==> config.mk <==
export PLATFORM = sky130hd
export DESIGN_NAME = uart_tx_arbiter
export DESIGN_NICKNAME = d
export VERILOG_FILES = /design/src/rtl/uart_tx_arbiter.sv
export SDC_FILE = /design/constraint.sdc
export NUM_CORES = 1
export LEC_CHECK = 0
export CAP_MARGIN = 15
export CORE_AREA = 3 3 238 240
export CTS_CLUSTER_SIZE = 25
export DETAILED_ROUTE_END_ITERATION = 8
export DIE_AREA = 0 0 241 243
export GPL_ROUTABILITY_DRIVEN = 0
export GPL_TIMING_DRIVEN = 0
export PLACE_DENSITY = 0.41
export SETUP_SLACK_MARGIN = 0.02
export SLEW_MARGIN = 20
export SYNTH_ARGS = -nofsm -noshare
export SYNTH_HDL_FRONTEND = slang
export SYNTH_SLANG_ARGS = --single-unit
==> constraint.sdc <==
create_clock -name sys_clk -period 4 [get_ports sys_clk]
set_clock_uncertainty 0.1 [all_clocks]
set_input_delay 0.4 -clock sys_clk [delete_from_list [all_inputs] [get_ports sys_clk]]
set_output_delay 0.4 -clock sys_clk [all_outputs]
set_load 0.01 [all_outputs]
==> src/rtl/uart_tx_arbiter.sv <==
// uart_tx_arbiter: round-robin arbiter that shares one multi-byte UART TX pump
// among NUM_REQ requesters. Latches the winning payload, pulses the pump start,
// waits for the pump done under a watchdog, then enforces an idle gap.
module uart_tx_arbiter #(
  parameter int NUM_REQ        = 4,
  parameter int DATA_WIDTH     = 120,
  parameter int GAP_CYCLES     = 0,
  parameter int TIMEOUT_CYCLES = 100_000,
  localparam int ID_W          = $clog2(NUM_REQ)
) (
  input  logic                          sys_clk,
  input  logic                          sys_rst_n,
  input  logic [NUM_REQ-1:0]            req_valid,
  input  logic [NUM_REQ*DATA_WIDTH-1:0] req_data,
  output logic [NUM_REQ-1:0]            req_ready,
  output logic [DATA_WIDTH-1:0]         pump_data,
  output logic                          pump_flag,
  input  logic                          pump_done,
  output logic [ID_W-1:0]               grant_id,
  output logic                          busy,
  output logic                          timeout_err
);

  localparam int TO_W  = $clog2(TIMEOUT_CYCLES);
  localparam int GAP_W = (GAP_CYCLES > 0) ? $clog2(GAP_CYCLES + 1) : 1;

  localparam logic [TO_W-1:0]  TO_LAST   = TO_W'(TIMEOUT_CYCLES - 1);
  localparam logic [GAP_W-1:0] GAP_LAST  = GAP_W'((GAP_CYCLES > 0) ? GAP_CYCLES - 1 : 0);
  localparam logic [ID_W:0]    NUM_REQ_W = (ID_W + 1)'(NUM_REQ);

  typedef enum logic [1:0] {
    S_IDLE,
    S_WAIT_DONE,
    S_GAP
  } state_t;

  state_t                r_state;
  logic [TO_W-1:0]       r_wd_cnt;
  logic [GAP_W-1:0]      r_gap_cnt;
  logic [ID_W-1:0]       r_last_grant;
  logic [DATA_WIDTH-1:0] r_pump_data;
  logic                  r_pump_flag;
  logic [NUM_REQ-1:0]    r_req_ready;
  logic [ID_W-1:0]       r_grant_id;
  logic                  r_busy;
  logic                  r_timeout_err;

  logic [DATA_WIDTH-1:0] w_slice [NUM_REQ];
  logic [NUM_REQ-1:0]    w_winner_onehot;
  logic [ID_W-1:0]       w_winner;
  logic [ID_W:0]         w_cand;
  logic                  w_any_req;
  logic                  w_wd_fire;

  // Split the flat payload bus into one slice per requester and decode the
  // winner into the one-hot acceptance pattern.
  for (genvar gi = 0; gi < NUM_REQ; gi++) begin : g_req
    assign w_slice[gi]         = req_data[gi*DATA_WIDTH +: DATA_WIDTH];
    assign w_winner_onehot[gi] = (w_winner == ID_W'(gi));
  end

  assign w_any_req = |req_valid;
  assign w_wd_fire = (r_wd_cnt == TO_LAST);

  // Round-robin pick: scan from last_grant+NUM_REQ down to last_grant+1 so the
  // closest requester after the previous winner is the last one to overwrite.
  always_comb begin
    w_winner = r_last_grant;
    w_cand   = '0;
    for (int k = NUM_REQ; k >= 1; k--) begin
      w_cand = {1'b0, r_last_grant} + (ID_W + 1)'(k);
      if (w_cand >= NUM_REQ_W) begin
        w_cand = w_cand - NUM_REQ_W;
      end
      if (req_valid[w_cand[ID_W-1:0]]) begin
        w_winner = w_cand[ID_W-1:0];
      end
    end
  end

  // Control FSM with all outputs registered; pump_data only changes on a grant.
  always_ff @(posedge sys_clk or negedge sys_rst_n) begin
    if (!sys_rst_n) begin
      r_state       <= S_IDLE;
      r_wd_cnt      <= '0;
      r_gap_cnt     <= '0;
      r_last_grant  <= ID_W'(NUM_REQ - 1);
      r_pump_data   <= '0;
      r_pump_flag   <= 1'b0;
      r_req_ready   <= '0;
      r_grant_id    <= '0;
      r_busy        <= 1'b0;
      r_timeout_err <= 1'b0;
    end else begin
      r_pump_flag   <= 1'b0;
      r_req_ready   <= '0;
      r_timeout_err <= 1'b0;
      case (r_state)
        S_IDLE: begin
          if (w_any_req) begin
            r_pump_data  <= w_slice[w_winner];
            r_grant_id   <= w_winner;
            r_last_grant <= w_winner;
            r_pump_flag  <= 1'b1;
            r_req_ready  <= w_winner_onehot;
            r_wd_cnt     <= '0;
            r_busy       <= 1'b1;
            r_state      <= S_WAIT_DONE;
          end
        end
        S_WAIT_DONE: begin
          if (pump_done || w_wd_fire) begin
            // done takes precedence over a watchdog expiring on the same edge
            r_timeout_err <= !pump_done;
            r_gap_cnt     <= '0;
            if (GAP_CYCLES == 0) begin
              r_busy  <= 1'b0;
              r_state <= S_IDLE;
            end else begin
              r_state <= S_GAP;
            end
          end else begin
            r_wd_cnt <= r_wd_cnt + 1'b1;
          end
        end
        S_GAP: begin
          if (r_gap_cnt == GAP_LAST) begin
            r_busy  <= 1'b0;
            r_state <= S_IDLE;
          end else begin
            r_gap_cnt <= r_gap_cnt + 1'b1;
          end
        end
        default: begin
          r_busy  <= 1'b0;
          r_state <= S_IDLE;
        end
      endcase
    end
  end

  assign req_ready   = r_req_ready;
  assign pump_data   = r_pump_data;
  assign pump_flag   = r_pump_flag;
  assign grant_id    = r_grant_id;
  assign busy        = r_busy;
  assign timeout_err = r_timeout_err;

endmodule

# After elaboration in Yosys (flattened, before gate mapping)
# Cells that the tools add are included.
[word_totals] reg_bits=151 latchBits=0 ramBits=0 mem_bits_ro=0 inputBits=487 output_inout_bits=129 elab_cells=89 memories=0
[op_classes] n_addsub=10 mul=0 div_mod_pow=0 magnitude_cmp=9 eq_ne=10 shift=0 mux=38 bitwise=1 reduce_logical=11
[op_table] cell="binary-select mux 120 bit (select 2 bit)" n=1
[op_table] cell="2-to-1 mux 120 bit" n=2
[op_table] cell="2-to-1 mux 17 bit" n=2
[op_table] cell="case mux 17 bit (2 select lines)" n=1
[op_table] cell="2-to-1 mux 2 bit" n=11
[op_table] cell="adder 17 x 1 -> 17 bit, second input constant" n=1
[op_table] cell="== test 17 bit, second input constant" n=1
[op_table] cell="greater-or-equal comparator 3 bit, second input constant" n=5
[op_table] cell="< comparator 2 x 3 -> 1 bit, second input constant" n=4
[op_table] cell="2-to-1 mux 1 bit" n=12
[op_table] cell="binary-select mux 1 bit (select 2 bit)" n=4
[op_table] cell="2-to-1 mux 4 bit" n=2
[op_table] cell="!= test 2 bit, second input constant" n=4
[op_table] cell="subtractor 2 x 1 -> 2 bit, second input constant" n=4
[op_table] cell="adder 2 x 2 -> 3 bit, second input constant" n=2
[op_table] cell="== test 2 bit, second input constant" n=3
[op_table] cell="case mux 2 bit (3 select lines)" n=1
[op_table] cell="AND reduction 3 bit" n=2
[op_table] cell="== test 2 x 1 -> 1 bit, second input constant" n=2
[op_table] cell="logical NOT 2 bit" n=2
[op_table] cell="AND reduction 2 bit" n=2
[op_table] cell="nonzero test 2 bit" n=2
[op_table] cell="OR reduction 4 bit" n=1
[op_table] cell="adder 2 x 1 -> 3 bit, second input constant" n=1
[op_table] cell="7 further kinds" n=7

# Depth between registers and ports, before layout
# Gate-level depths: netlist (run 1).
[logic_depth] word_depth=13 ltp_mapped=9 ltp_nobuf=6

# Worst setup path before layout (run 1)
# No wires, ideal clock.
[synth_path] path_kind="register -> register" from="register r_wd_cnt[0]" to="register r_wd_cnt[9]" setup_ns=0.078 arrival_ns=1.901 required_time_ns=3.822 slack_ns=1.920 path_stages_with_launch=7 path_buffers=0 period_less_slack_ns=2.080 path_cell_list="dfrtp_1 ha_1 and4_1 nand4_1 nand3_1 or4_1 a21oi_1"
[synth_between] elab_chain_cells=4 word_cells_on_any_way=7 classes_between="add/sub: 1; eq/ne: 2; mux: 2; reduce/logical: 2"
[synth_lines] element="start, declared" line_no="38" rtl="logic [TO_W-1:0] r_wd_cnt;"
[synth_lines] element="start signal, assigned" line_no="123" rtl="r_wd_cnt <= r_wd_cnt + 1'b1;"
[synth_lines] element="parallel branches: the longest is 4 deep, another holds adder 17 x 1 -> 17 bit"
# Several ways; the timed one is not identified. The select of a mux whose other input is x is not followed.
# A chain may end at the register's enable or synchronous reset.

# Worst setup path in the final report (run 1)
[layout_path] from="register r_last_grant[0]" to="register r_pump_data[31] (netlist: pump_data[31])"
[layout_between] elab_chain_cells=13 word_cells_on_any_way=32 classes_between="add/sub: 8; order compare: 4; mux: 19; bitwise: 1"
[layout_lines] element="start, declared" line_no="40" rtl="logic [ID_W-1:0] r_last_grant;"
[layout_lines] element="start signal, assigned" line_no="87" rtl="r_last_grant <= ID_W'(NUM_REQ - 1);"
[layout_lines] element="start signal, assigned" line_no="103" rtl="r_last_grant <= w_winner;"
[layout_lines] element="adder 2 x 3 -> 3 bit" line_no="71" rtl="w_cand = {1'b0, r_last_grant} + (ID_W + 1)'(k);"
[layout_lines] element="greater-or-equal comparator 3 bit or subtractor 2 x 1 -> 2 bit (tied branches)" line_no="72, 73"
[layout_lines] element="2-to-1 mux 2 bit" line_no="72" rtl="if (w_cand >= NUM_REQ_W) begin"
[layout_lines] element="binary-select mux 1 bit (select 2 bit)" line_no="75" rtl="if (req_valid[w_cand[ID_W-1:0]]) begin"
[layout_lines] element="2-to-1 mux 1 bit (not written as such)" line_no="75"
[layout_lines] element="2-to-1 mux 2 bit (3 in a row)" line_no="75"
[layout_lines] element="2-to-1 mux 2 bit (*)" line_no="75"
[layout_lines] element="NOT 2 -> 3 bit (not written as such) (*)" line_no="101" rtl="r_pump_data <= w_slice[w_winner];"
[layout_lines] element="binary-select mux 120 bit (select 2 bit) (*)" line_no="101"
[layout_lines] element="2-to-1 mux 120 bit (not written as such) (*) (2 in a row)" line_no="101"
[layout_lines] element="end signal, assigned" line_no="101"
[layout_lines] element="end, declared" line_no="41" rtl="logic [DATA_WIDTH-1:0] r_pump_data;"
# Every way passes the cells marked *; elsewhere a longest branch is shown, timed or not. The select of a mux whose other input is x is not followed.

==> out/metrics.csv, run 1 <==
metric,value,unit
Max IR drop VDD,339,uV
total wire length,53.3,mm
post-CTS sizing,0,
wire per inst,23.2,um
Final Instance Area,16300,um2
initial antenna violation count,13,
Post-Syn Area,8570,um2
CP startpoint kind,register,
filler instances,5891,
die area,58600,um2
IO buf count,615,
outcome,completed,
relative slew slack,32.7,%
"Top FF cell, synth",dfrtp_1,
HP Class,primary input to asynchronous set/reset pin,
Final Hold Viols,0,
slowest CP cell,clkbuf_1,
syn_nets,1425,
number of synthesized flops with an enable pin,0,
FMAX,334,MHz
Cell variety after synth,41,
initial core utilization,15.6,%
clock buffer depth,2,
layout cells sized above 1,12.0,%
Final HPWL DP,42.2,mm
Clock Root Buffer,clkbuf_16,
Critical Path Sink Type,register,
async set-reset flop share out of synthesis,100,%
die width,241,um
Inserted Clock Buffers,17,
GRT Util Overall,17.6,%
CTS Sinks,148,
Leak Pwr,6.22,nW
RSZ-0062 raised after global routing,false,
grt ovf,0,
routed vias/inst,4.38,
DRT iter0 DRCs,400,
Buf/Inv on CP,2,
"Reg clk slew, reported paths",60,ps
pin count of the biggest net entering global routing,79,
Syn Area/Cell,9.15,um2
DIE HEIGHT,243,um
std cell rows,86,
Routed Antenna Nets,0,
Max stage delay on crit path,730,ps
final setup violation count,0,
via count,10100,
post-synthesis sequential area ratio,43.2,%
power density over the cells,661,nW/um2
core area,54900,um2
actual slew at the worst max-slew pin,1010,ps
iteration count of the initial detailed-routing pass,4,
first-pass GRT wire length,74.1,mm
worst skew pair latency,480,ps
TNS Setup,0,ps
htree depth,4,
"Setup Fix Bufs, Post-CTS",0,
critical-path cell list,"nand2b_1, a21oi_1, o31ai_2, clkbuf_1, buf_2, o22ai_1, a31oi_1",
Critical Path Start,r_last_grant[0]$_DFFE_PN1P_,
crit path DAT,3280,ps
vias in the first global route,10600,
hold slack,377,ps
WS Path Type,register to register,
maxcap violations,0,
Post-DP Area,15600,um2
fin crit share,74.8,%
Ys Warns,0,
Area Growth Syn to Fin,90.1,%
CP max FO,10,
Post-Syn Instances,937,
CTS tree,built,
I/O pin cnt,616,
Top delay family on crit path,buffers and inverters,
worst reg2reg path startpoint,r_last_grant[0]$_DFFE_PN1P_,
crit path time final,2990,ps
DRC viols,0,
final slew viol count,0,
CP required,4290,ps
number of synthesized register bits,148,
nets,2061,
## power breakdown
part	leakage, nW	switching [W]	internal (W)
logic	4.23	0.00335	0.00306
clock network	0.300	0.000714	0.00106
registers	1.70	0.000398	0.00219
## flip-flops by register name, summed over array words and instances (netlist names)
signal and count:
pump_flag 1, timeout_err 1, r_wd_cnt 17, req_ready 4, grant_id 2, r_last_grant 2
pump_data 120, busy 1
## worst paths after layout
kind,endpoint,slack (ps),cells past startpoint
worst max-delay path,pump_data[31]$_DFFE_PN0P_,1010,7
worst min-delay path,pump_data[94]$_DFFE_PN0P_,380,2
worst max register to register,pump_data[31]$_DFFE_PN0P_,1010,7
worst min register to register,grant_id[1]$_DFFE_PN0P_,430,2
max in group asynchronous,pump_data[84]$_DFFE_PN0P_,2560,3
min in group sys_clk,pump_data[43]$_DFFE_PN0P_,380,3
## per-stage QoR
| stage | util, % | total power, W | setup WS, ps | instances |
|---|---|---|---|---|
| after floorplan | - | 0.00579 | 1920 | 937 |
| after global placement | 28.4 | 0.00912 | -4990 | 2256 |
| after detailed placement | 28.5 | 0.00915 | 260 | 2257 |
| after CTS | 29.7 | 0.0110 | 680 | 2290 |
| after global routing | 29.7 | 0.0115 | 587 | 2294 |
| final | 29.7 | 0.0108 | 1010 | 2295 |
## cells in the mapped netlist (3+ instances only)
master | number | area (um2)
buf_12 | 3 | 60.1
and4_1 | 3 | 26.3
mux2_1 | 10 | 113
or3_1 | 3 | 18.8
o21ai_0 | 6 | 30.0
a21oi_1 | 10 | 50.1
nand2_1 | 249 | 935
clkbuf_1 | 29 | 109
buf_1 | 10 | 37.5
nor2_1 | 17 | 63.8
nand3_1 | 10 | 50.1
nand2b_1 | 4 | 25.0
o31ai_1 | 3 | 22.5
and3_1 | 5 | 31.3
buf_2 | 24 | 120
mux2_2 | 110 | 1240
dfrtp_1 | 146 | 3650
buf_4 | 16 | 120
xor2_1 | 7 | 61.3
o22ai_1 | 120 | 751
a31oi_1 | 120 | 751
nand4_1 | 5 | 31.3
## cell families (layout without fill, tap and decap cells)
group / count (synthesis) / in the layout / synth area share [%]
compound gates: 265 / 265 / 19.4
buf+inv: 86 / 735 / 5.56
fa+ha+maj: 1 / 1 / 0.146
flops: 148 / 148 / 43.2
xor+xnor: 8 / 8 / 0.818
simple gates: 307 / 307 / 14.8
other cells: 0 / 5 / 0
mux: 122 / 122 / 16.0
## placed cells by master, fill, tap and decap left out, types with 2 or more instances in the layout
cell / count
nor2_1: 17
nand3_1: 10
mux2_1: 10
nand4_1: 5
clkbuf_8: 5
diode_2: 5
and3_1: 5
o31ai_1: 3
o21ai_0: 6
buf_12: 3
clkbuf_16: 17
bufinv_16: 3
clkbuf_1: 32
buf_2: 24
xor2_1: 7
nand2b_1: 4
clkdlybuf4s50_1: 614
dfstp_2: 2
nor4bb_1: 2
o211ai_1: 2
nand2_1: 249
buf_4: 16
a21oi_1: 10
nor3b_1: 2
clkinvlp_4: 2
buf_1: 10
mux2i_1: 2
or3_1: 3
o22ai_1: 120
inv_1: 2
mux2_2: 110
buf_6: 2
and4_1: 3
and2_1: 2
a31oi_1: 120
dfrtp_1: 146
## worst register-to-register path: stages (launching register included)
cell and delay [ps]:
dfstp_2 580, nand2b_1 140, a21oi_1 120, o31ai_2 520, clkbuf_1 730, buf_2 390, o22ai_1 120, a31oi_1 200
## routing by layer
metal  GRT usage (%)  vias to the layer above  wire, um  part of all wire (%)
met5               0                        -        92                  0.17
met2            30.9                      389     26800                    50
met4            6.43                       12      1290                   2.4
li1                -                     4735         -                     -
met1            19.9                     4856     21100                    39
met3            5.68                       65      4110                   7.7
## area by class of cell
cell class                      instances  area [um2]  area share [%]
Antenna cell                            5        12.5          0.0768
Buffer                                 84         469            2.88
Clock buffer                           25         505            3.10
Clock inverter                          7         119           0.729
Inverter                                2        7.51          0.0461
Multi-Input combinational cell        703        4400            27.0
Sequential cell                       148        3710            22.7
Tap cell                              704         881            5.41
Timing Repair Buffer                  617        6200            38.0
## timing repair
| item | in CTS | in global routing |
|---|---|---|
| endpoints found under the hold margin | 75 | 0 |
| endpoints found under the setup margin | 0 | 0 |
| hold buffers | 1 | 0 |
No activity file was read; power rests on OpenSTA's default activity.
==> run 2: changes to the inputs <==
Settings changed: CORE_AREA 3 3 238 240 to 3 3 241 243, DIE_AREA 0 0 241 243 to 0 0 244 246, PLACE_DENSITY 0.41 to 0.4.
Clock period 4 ns to 3.1 ns, I/O delays scaled along.
==> run 2 against run 1 <==
  * Setup slack lost 670 ps
  * Worst hold slack lost 130 ps
  * Clock power grew 16%
  * Via count shrank 0.70%
  * Cell count grew 2.3%
  * Cell area grew 0.21%
  * Register-to-register slack lost 670 ps
  * Fmax grew 8.1%
  * Power grew 28%
  * Critical endpoint is now pump_data[14]$_DFFE_PN0P_
==> out/metrics.csv, run 2 (same netlist as run 1, synthesis figures left out) <==
metric,value,unit,change
total power,0.0137,W,+28%
pin count of the biggest net entering global routing,52,,-34%
hold slack,246,ps,-131 ps
clock buffer depth,2,,unchanged
CTS tree,built,,
relative slew slack,39.5,%,+6.8 points
outcome,completed,,
DRC viols,0,,unchanged
DRT iter0 DRCs,418,,+4.5%
wire per inst,22.7,um,-2.3%
Setup WS pre-CTS,-556,ps,-815 ps
std cell rows,87,,+1.2%
crit path time final,2770,ps,-225 ps
final slew viol count,0,,unchanged
CTS Sinks,148,,unchanged
DIE HEIGHT,246,um,+1.2%
IO buf count,615,,unchanged
CP required,3400,ps,-890 ps
filler instances,6030,,+2.4%
first-pass GRT wire length,75.8,mm,+2.2%
most frequent cells in the layout,"clkdlybuf4s50_1, nand2_1, dfrtp_1",,
crit path DAT,3070,ps,-210 ps
Final Hold Viols,0,,unchanged
Clock Root Buffer,clkbuf_16,,
fin crit share,89.2,%,+14 points
CP max FO,10,,unchanged
maxcap violations,0,,unchanged
Routed Antenna Nets,0,,unchanged
max FFs per register,120,,unchanged
WS Path Type,register to register,,
initial core utilization,15.3,%,-0.36 points
"Reg clk slew, reported paths",70,ps,about the same
slowest CP cell,dfstp_2,,
via count,9987,,-0.70%
initial antenna violation count,4,,-9
GRT Util Overall,17.4,%,-0.21 points
die width,244,um,+1.2%
final worst setup slack,334,ps,-675 ps
"Setup Fix Bufs, Post-CTS",0,,unchanged
RSZ-0062 raised after global routing,false,,
core area,56200,um2,+2.4%
vias in the first global route,10800,,+2.0%
Inserted Clock Buffers,17,,unchanged
layout cells sized above 1,12.5,%,+0.50 points
FMAX,362,MHz,+8.1%
Critical Path Sink Type,register,,
Final HPWL DP,42.3,mm,+0.38%
Max stage delay on crit path,580,ps,-150 ps
actual slew at the worst max-slew pin,907,ps,-102 ps
die area,60000,um2,+2.5%
nets,2062,,+0.049%
Leak Pwr,6.22,nW,about the same
total wire length,53.3,mm,about the same
critical-path cell list,"nor3b_1, a221o_1, clkbuf_1, buf_2, buf_1, nand2_1, a31oi_1",,
"commonest non-fill, non-tap cell in the layout",clkdlybuf4s50_1,,
grt ovf,0,,unchanged
worst skew pair latency,480,ps,about the same
Max IR drop VDD,430,uV,+27%
HP Class,primary input to asynchronous set/reset pin,,
I/O pin cnt,616,,unchanged
CP startpoint kind,register,,
iteration count of the initial detailed-routing pass,5,,+1
routed vias/inst,4.26,,-2.9%
Area Growth Syn to Fin,90.6,%,
htree depth,4,,unchanged
final setup violation count,0,,unchanged
power density over the cells,842,nW/um2,+27%
[run 2: changes by cell type in the layout (fill, tap and decap cells not counted), moves of 2 or more]
cell,change
clkinv_2,+4
bufinv_16,-3
clkbuf_1,-6
clkbuf_2,+3
inv_6,+2
[run 2: layout make-up]
class / count / area, um2 / share of cell area (%)
clock buffers: 21 / 480 / 2.94
inverters: 2 / 7.51 / 0.0460
well taps: 756 / 946 / 5.79
repair buffers: 618 / 6230 / 38.1
clock inverters: 11 / 75.1 / 0.460
diodes: 4 / 10.0 / 0.0613
flip-flops and latches: 148 / 3710 / 22.7
plain buffers: 84 / 474 / 2.90
multi-input cells: 703 / 4400 / 27.0
[run 2: metal layers]
metal,routed length (um),global-route usage (%),vias to the layer above
met4,1190,6.62,2
met5,17,0,-
met2,26900,30.6,406
met3,3830,4.81,46
li1,-,-,4741
met1,21300,20.2,4792
[run 2: where the power goes]
group,internal (W),switching (W)
logic,0.00395,0.00439
registers,0.00283,0.000506
clock network,0.00111,0.000965
[run 2: stage by stage]
stage	utilization (%)	setup TNS [ps]	cells	area, um2
floorplan	-	0	937	8570
global placement	27.9	-889520	2308	15700
detailed placement	28.0	-41110	2310	15700
CTS	29.0	0	2343	16300
global route	29.1	0	2346	16300
finish	29.1	0	2347	16300
[run 2: what timing repair did]
action,in CTS,in global routing
endpoints found under the setup margin,78,17
gates resized for setup,1,8
hold buffers,1,0
endpoints found under the hold margin,46,0
[run 2: path summary, 6_finish.rpt]
path / start / to / slack [ps] / depth (start not counted)
worst max-delay path: r_last_grant[0]$_DFFE_PN1P_ / pump_data[14]$_DFFE_PN0P_ / 330 / 7
worst min-delay path: sys_rst_n / pump_data[96]$_DFFE_PN0P_ / 250 / 2
worst max register to register: r_last_grant[0]$_DFFE_PN1P_ / pump_data[14]$_DFFE_PN0P_ / 330 / 7
worst min register to register: grant_id[1]$_DFFE_PN0P_ / grant_id[1]$_DFFE_PN0P_ / 430 / 2
max in group asynchronous: sys_rst_n / pump_data[10]$_DFFE_PN0P_ / 1990 / 3
min in group sys_clk: req_data[206] / pump_data[86]$_DFFE_PN0P_ / 290 / 3
[run 2: worst max-delay path: cells and delay by family (launching register included)]
kind,cells,cell delay [ps]
AO/OA/AOI/OAI,2,360
buffers and inverters,3,1160
flip-flops,1,580
AND/OR/NAND/NOR,2,480
